## src/rtl/ex_muldiv_unit.sv

```systemverilog
// ex_muldiv_unit: iterative EX-stage multiply/divide unit that owns the HI/LO registers.
// Ports:
//   Clock, Reset         rising-edge clock, synchronous active-high reset
//   Start, Op            HI/LO-writing request (1 MULT, 2 MULTU, 3 DIV, 4 DIVU, 5 MTHI, 6 MTLO)
//   OperandA, OperandB   rs / rt values
//   HiLoRead             EX-stage instruction is MFHI/MFLO
//   Busy, Stall, Done    iterating, pipeline freeze request, one-cycle commit pulse
//   Hi_Out, Lo_Out       current HI / LO
module ex_muldiv_unit #(
  parameter int XLEN = 32,
  parameter int ITER = 32
) (
  input  logic            Clock,
  input  logic            Reset,
  input  logic            Start,
  input  logic [2:0]      Op,
  input  logic [XLEN-1:0] OperandA,
  input  logic [XLEN-1:0] OperandB,
  input  logic            HiLoRead,
  output logic            Busy,
  output logic            Stall,
  output logic            Done,
  output logic [XLEN-1:0] Hi_Out,
  output logic [XLEN-1:0] Lo_Out
);
  localparam int CW = $clog2(ITER);
  typedef enum logic [1:0] {IDLE, RUN, FIX} state_t;
  state_t state_q, state_d;
  logic [CW-1:0] count_q, count_d;
  logic [2:0] op_q, op_d;
  logic [XLEN-1:0] a_q, a_d, b_q, b_d, orig_q, orig_d, hi_q, hi_d, lo_q, lo_d;
  logic [2*XLEN-1:0] acc_q, acc_d;
  logic [XLEN:0] rem_q, rem_d;
  logic qneg_q, qneg_d, rneg_q, rneg_d, done_q, done_d;
  logic is_md, is_signed, div_op;
  logic [XLEN-1:0] abs_a, abs_b, quot_fix, rem_fix;
  logic [XLEN:0] sum, shl, diff;
  logic [2*XLEN-1:0] prod_fix;
  assign is_md     = (Op >= 3'd1) && (Op <= 3'd4);
  assign is_signed = (Op == 3'd1) || (Op == 3'd3);
  assign div_op    = (op_q == 3'd3) || (op_q == 3'd4);
  assign abs_a     = (is_signed && OperandA[XLEN-1]) ? -OperandA : OperandA;
  assign abs_b     = (is_signed && OperandB[XLEN-1]) ? -OperandB : OperandB;
  // Multiply: the multiplier sits in acc low half and is consumed LSB-first as the sum shifts in.
  assign sum       = {1'b0, acc_q[2*XLEN-1:XLEN]} + (acc_q[0] ? {1'b0, a_q} : '0);
  // Divide: a_q shifts the dividend out MSB-first while quotient bits shift in at the bottom.
  assign shl       = {rem_q[XLEN-1:0], a_q[XLEN-1]};
  assign diff      = shl - {1'b0, b_q};
  // Sign flags are only ever set for signed ops, so unsigned results pass through untouched.
  assign prod_fix  = qneg_q ? -acc_q : acc_q;
  assign quot_fix  = (b_q == '0) ? '1 : (qneg_q ? -a_q : a_q);
  assign rem_fix   = (b_q == '0) ? orig_q : (rneg_q ? -rem_q[XLEN-1:0] : rem_q[XLEN-1:0]);
  always_comb begin
    state_d = state_q;
    count_d = count_q;
    op_d    = op_q;
    a_d     = a_q;
    b_d     = b_q;
    orig_d  = orig_q;
    acc_d   = acc_q;
    rem_d   = rem_q;
    qneg_d  = qneg_q;
    rneg_d  = rneg_q;
    hi_d    = hi_q;
    lo_d    = lo_q;
    done_d  = 1'b0;
    if (state_q == IDLE && Start && is_md) begin
      op_d    = Op;
      a_d     = abs_a;
      b_d     = abs_b;
      orig_d  = OperandA;
      qneg_d  = is_signed && (OperandA[XLEN-1] ^ OperandB[XLEN-1]);
      rneg_d  = is_signed && OperandA[XLEN-1];
      count_d = '0;
      acc_d   = {{XLEN{1'b0}}, abs_b};
      rem_d   = '0;
      state_d = RUN;
    end else if (state_q == IDLE && Start) begin
      hi_d = (Op == 3'd5) ? OperandA : hi_q;
      lo_d = (Op == 3'd6) ? OperandA : lo_q;
    end else if (state_q == RUN) begin
      count_d = count_q + 1'b1;
      acc_d   = div_op ? acc_q : {sum, acc_q[XLEN-1:1]};
      rem_d   = (div_op && !diff[XLEN]) ? diff : (div_op ? shl : rem_q);
      a_d     = div_op ? {a_q[XLEN-2:0], ~diff[XLEN]} : a_q;
      state_d = (count_q == CW'(ITER - 1)) ? FIX : RUN;
    end else if (state_q == FIX) begin
      hi_d    = div_op ? rem_fix : prod_fix[2*XLEN-1:XLEN];
      lo_d    = div_op ? quot_fix : prod_fix[XLEN-1:0];
      done_d  = 1'b1;
      state_d = IDLE;
    end
  end
  always_ff @(posedge Clock) begin
    if (Reset) begin
      state_q <= IDLE;
      count_q <= '0;
      op_q    <= '0;
      a_q     <= '0;
      b_q     <= '0;
      orig_q  <= '0;
      acc_q   <= '0;
      rem_q   <= '0;
      qneg_q  <= 1'b0;
      rneg_q  <= 1'b0;
      hi_q    <= '0;
      lo_q    <= '0;
      done_q  <= 1'b0;
    end else begin
      state_q <= state_d;
      count_q <= count_d;
      op_q    <= op_d;
      a_q     <= a_d;
      b_q     <= b_d;
      orig_q  <= orig_d;
      acc_q   <= acc_d;
      rem_q   <= rem_d;
      qneg_q  <= qneg_d;
      rneg_q  <= rneg_d;
      hi_q    <= hi_d;
      lo_q    <= lo_d;
      done_q  <= done_d;
    end
  end
  assign Busy   = (state_q != IDLE);
  assign Stall  = Busy && (HiLoRead || Start);
  assign Done   = done_q;
  assign Hi_Out = hi_q;
  assign Lo_Out = lo_q;
endmodule

```

## config.mk

```make
export PLATFORM = sky130hd
export DESIGN_NAME = ex_muldiv_unit
export DESIGN_NICKNAME = d
export VERILOG_FILES = /design/src/rtl/ex_muldiv_unit.sv
export SDC_FILE = /design/constraint.sdc
export NUM_CORES = 1
export LEC_CHECK = 0
export CORE_ASPECT_RATIO = 1.1
export CORE_MARGIN = 2
export CORE_UTILIZATION = 54
export CTS_CLUSTER_SIZE = 30
export DETAILED_ROUTE_END_ITERATION = 10
export PLACE_DENSITY = 0.77
export SETUP_SLACK_MARGIN = 0.4
export SLEW_MARGIN = 15
export SYNTH_ARGS = -nofsm -noshare
export SYNTH_HDL_FRONTEND = slang
export SYNTH_SLANG_ARGS = --single-unit
```

## constraint.sdc

```tcl
create_clock -name Clock -period 3.43 [get_ports Clock]
set_input_delay 0.686 -clock Clock [delete_from_list [all_inputs] [get_ports Clock]]
set_output_delay 0.686 -clock Clock [all_outputs]
set_load 0.01 [all_outputs]
```

Word-level counts from Yosys, hierarchy flattened. Cells that the tools add are included.

Flip-flop bits (word level): 269. Bits of input ports: 71. Output and inout port bits: 67.

Muxes and demuxes: 34. $lt $le $gt $ge: 2. Reduce and logical (&&, ||, !) cells: 32. Add/subtract/negate cells: 8. Equality and inequality tests: 14. Bitwise gates (word level): 5.

Operators by type and width (count): 2-to-1 mux 32 bit (27); negation 32 bit (4); 2-to-1 mux 64 bit (1); negation 64 bit (1); adder 32 x 32 -> 33 bit (1); subtractor 33 x 32 -> 33 bit (1); zero test 32 bit (1); AND reduction 3 bit (4); nonzero test 2 bit (6); equality test 3 bit (second input constant) (3); logical AND 1 bit (8); != test 2 x 1 -> 1 bit (second input constant) (4); AND reduction 4 bit (2); equality test 3 x 2 -> 1 bit (second input constant) (2); 2-to-1 mux 2 bit (3); AND reduction 2 bit (3); adder 5 x 1 -> 5 bit (second input constant) (1); equality test 5 bit (second input constant) (1); inverter 1 bit (4); OR reduction 4 bit (1); equality test 3 x 1 -> 1 bit (second input constant) (1); >= comparator 3 x 1 -> 1 bit (second input constant) (1); less-or-equal comparator 3 bit (second input constant) (1); logical OR 1 bit (3); other kinds (9) (11).

Depth between registers and ports, before layout.
Depth in word-level cells: 7. Gate-level depth with buffers: 14.

Least setup slack after synthesis. OpenSTA, ideal clock, no wires.

Path kind: input port to flip-flop. Start point: input port OperandB[4]. End point: register acc_q[25]. Stages: 9. Required time: 3.294 ns. Buffers on the path: 0. Path slack: 0.163 ns. Arrival time: 3.131 ns. Path through: or4_1 or4_1 nor4_2 nand2_1 or4_4 o31ai_1 xor2_1 a21oi_1 a21boi_0.

Cells in the longest elaborated chain, start to end: 3.

RTL lines: start, declared (RTL line 18) `input logic [XLEN-1:0] OperandB,`; negation 32 bit (RTL line 43) `assign abs_b = (is_signed && OperandB[XLEN-1]) ? -OperandB : OperandB;`; 2-to-1 mux 32 bit (RTL line 43); 2-to-1 mux 32 bit (RTL line 67) `if (state_q == IDLE && Start && is_md) begin`; end signal, assigned (RTL line 102) `acc_q <= '0;`; end signal, assigned (RTL line 116) `acc_q <= acc_d;`; end, declared (RTL line 32) `logic [2*XLEN-1:0] acc_q, acc_d;`.

No other way between the ends. A chain may end at the register's enable or synchronous reset.

Worst setup path after layout.
Start point: register rem_q[19]. End point: register hi_q[28] (netlist: Hi_Out[28]).

Cells in the longest elaborated chain, start to end: 7.

RTL lines: start, declared (RTL line 33) `logic [XLEN:0] rem_q, rem_d;`; start signal, assigned (RTL line 117) `rem_q <= rem_d;`; negation 32 bit (RTL line 52) `assign rem_fix = (b_q == '0) ? orig_q : (rneg_q ? -rem_q[XLEN-1:0] : rem_q[XLEN-1:0]);`; 2-to-1 mux 32 bit (2 in a row) (RTL line 52); 2-to-1 mux 32 bit (RTL line 88) `hi_d = div_op ? rem_fix : prod_fix[2*XLEN-1:XLEN];`; 2-to-1 mux 32 bit (RTL line 87) `end else if (state_q == FIX) begin`; 2-to-1 mux 32 bit (RTL line 81) `end else if (state_q == RUN) begin`; 2-to-1 mux 32 bit (RTL line 78) `end else if (state_q == IDLE && Start) begin`; end signal, assigned (RTL line 120) `hi_q <= hi_d;`; end, declared (RTL line 31) `logic [XLEN-1:0] a_q, a_d, b_q, b_d, orig_q, orig_d, hi_q, hi_d, lo_q, lo_d;`.

No other way between the ends. The select of a mux whose other input is x is not followed.

==> metrics.yaml <==
timing:
  fin_skew_ns: 0.03133
  tightest_slew_ns: 1.203
  setup_viol: 0
  rsz0062_at_grt: "yes"
  fin_crit_ns: 3.258
  relSlewSlack: 0.1971
  slew_viol_final: 0
  period_share: 0.9498
  hold_viol: 0
  fmax_mhz: 307.0
finish:
  fin_cells: 3167
  utilization: 0.7119
  drive_gt1_frac: 0.1943
  areaGrowthSynthToFinish_pct: 29.62
  final_cell_mix: "nand2_1, dfxtp_1, a21oi_1"
  nFillCells: 2734
  nets: 2853
  layout_commonest_cell: "nand2_1"
hold_path:
  min_from: "orig_q[28]"
  hold_path.class: "reg2reg"
pwr:
  p_int_uw: 6283
  p_leak_uw: 0.009249
  clock_power_share: 0.364
  irDropWorstVdd_uv: 446.5
  power-per-cell-area_nw_per_um2: 385.2
  p_comb_frac: 0.264
  p_sw_frac: 0.3319
  p_sw_uw: 3121
  p_seq_frac: 0.371
synth:
  synthesis.area_um2: 18830
  synth_ff_type: "dfxtp_1"
  synth_top_area_frac: 0.2859
  avgSynthCellArea_um2: 7.619
  ys_seq_area_frac: 0.2859
  synth_nets: 2619
  synth_edf_count: 0
  async_reset_ff_frac: 0
  yosysTopAreaCell: "dfxtp_1"
  synth_cell_types: 78
  yosys-top-cells-area: "dfxtp_1, nand2_1, a21oi_1, xor2_1, xnor2_1"
  synth-warning-count: 0
  ys_ff_latch: 269
  syn_inst: 2472
drt:
  firstDrtPassIters: 6
  first_iter_violations: 2351
  drt-wirelength-per-cell_um: 24.47
  vias: 21110
  drtAntennaViolNets: 0
  wl_um: 77490
  viasPerCell: 6.665
  drc_errors: 0
worst_setup_path:
  cp.required_ns: 3.90
  end_kind: "flip-flop"
  crit_type: "reg2reg"
  startpoint: "rem_q[19]"
  r2r-start: "rem_q[19]"
  critPathArrivalTime_ns: 3.72
  cp_max_fo: 5
  start_kind: "flip-flop"
place:
  hpwl_um: 55620
  numPlacedInstances: 3071
  gp_congestion: 1.039
  port_buffers: 137
grt:
  antenna_found_initial: 2
  grt_pass1_vias: 19520
  overflow: 0
  grt_pass1_wl_um: 113600
  grt_use_total: 0.4037
  grt_max_degree: 117
outcome:
  outcome: "finished, final reports clean"
clock_network:
  cts_tree: "yes"
  clockBufferDepth: 3
  hold_buffers: 0
  clockRootBuffer: "clkbuf_16"
  cts.clk_slew.worst_paths_ns: 0.07
  htreeDepth: 1
  insertion_delay_ns: 0.61
  cts_buffers: 30
  clock-sinks: 269
floorplanning:
  core_area_um2: 34290
  ios: 138
  fp.dieW_um: 182.1
  start_util: 0.5492
  die_h_um: 199.9
  die_area_um2: 36390
  fp-row-count: 71
run:
  drv_cap: 0
[final timing paths]
kind / to / slack (ns) / depth (start not counted)
max reg2reg: Hi_Out[28] / 0.17 / 10
min reg2reg: orig_q[28] / 0.45 / 2
max: Hi_Out[28] / 0.17 / 10
min: orig_q[28] / 0.45 / 2
[cells in the mapped netlist (40+ instances only)]
| master | number |
|---|---|
| nand2_1 | 307 |
| a21boi_0 | 57 |
| nor2_1 | 196 |
| xnor2_1 | 111 |
| ha_1 | 74 |
| o31ai_1 | 42 |
| xor2_1 | 121 |
| inv_1 | 63 |
| nor3_1 | 65 |
| a21oi_1 | 230 |
| a311oi_1 | 47 |
| dfxtp_1 | 269 |
| mux2i_1 | 53 |
| a211oi_1 | 41 |
| and2_1 | 40 |
| o21ai_0 | 154 |
| clkbuf_1 | 166 |
[critical path, cell delays in order, from the launching register on]
cell      delay [ns]
dfxtp_1         0.34
or4_1           0.56
or3_4           0.42
or4_4           0.58
o41ai_4         0.25
xor2_1          0.22
buf_4           0.18
a21oi_1         0.08
a221oi_2        0.28
buf_4           0.16
a211oi_1        0.06
[cell type report]
| cell class | instances | area (µm²) | share of cell area |
|---|---|---|---|
| Inverter | 63 | 239.0 | 0.009789 |
| Multi-Input combinational cell | 1962 | 13770 | 0.5639 |
| Timing Repair Buffer | 380 | 3418 | 0.1400 |
| Antenna cell | 1 | 2.502 | 0.0001025 |
| Sequential cell | 269 | 5414 | 0.2218 |
| Clock buffer | 40 | 818.3 | 0.03352 |
| Tap cell | 438 | 548.0 | 0.02245 |
| Clock inverter | 14 | 206.4 | 0.008457 |
[through the flow]
stage / total power (µW) / hold slack, ns / setup slack, ns / area (µm²) / setup TNS (ns)
finish: 9403 / 0.4543 / 0.1723 / 24410 / 0
global route: 9676 / 0.4773 / 0.1235 / 24410 / 0
CTS: 9207 / 0.4526 / 0.1830 / 23540 / 0
global placement: 5692 / 0.4394 / -0.3116 / 21800 / -1.998
detailed placement: 5728 / 0.4442 / -0.3502 / 21800 / -2.894
floorplan: 4815 / 0.4332 / 0.2336 / 18880 / 0
[cells by family after synthesis]
kind of cell / count (synthesis) / share of synthesized area
AOI/OAI and AO/OA: 782 / 0.2714
DFF: 269 / 0.2859
adders and majority gates: 76 / 0.05129
muxes: 55 / 0.02936
buffers and inverters: 242 / 0.04903
xor gates and xnor gates: 232 / 0.1079
and+or+nand+nor: 816 / 0.2051
[state kept, by name (all words and copies together), names as in the netlist]
| register | cells |
|---|---|
| op_q | 3 |
| Done | 1 |
| orig_q | 32 |
| qneg_q | 1 |
| Lo_Out | 32 |
| state_q | 2 |
| count_q | 5 |
| acc_q | 64 |
| Hi_Out | 32 |
| rem_q | 32 |
| b_q | 32 |
| rneg_q | 1 |
| a_q | 32 |
[metal layers]
metal  share of wire  global-route usage
met5               0                   0
met4           0.086              0.3041
met3           0.091             0.06459
met2            0.46              0.6648
met1            0.37              0.4781
[power by group through the flow]
stage          Combinational (µW)  Sequential (µW)  Clock, µW
4_1_cts                      2300             3480       3430
3_3_place_gp                 2160             3530          0
3_5_place_dp                 2190             3540          0
5_1_grt                      2620             3500       3550
6_report                     2480             3490       3430
2_1_floorplan                1320             3490          0
[what timing repair did]
action / 4_1_cts / 5_1_grt
buffers inserted: 18 / 19
endpoints found under the setup margin: 79 / 82
gates cloned: 3 / 1
pin swaps: 49 / 79
gates resized for setup: 145 / 154
Power figures use the tool's default switching activity.
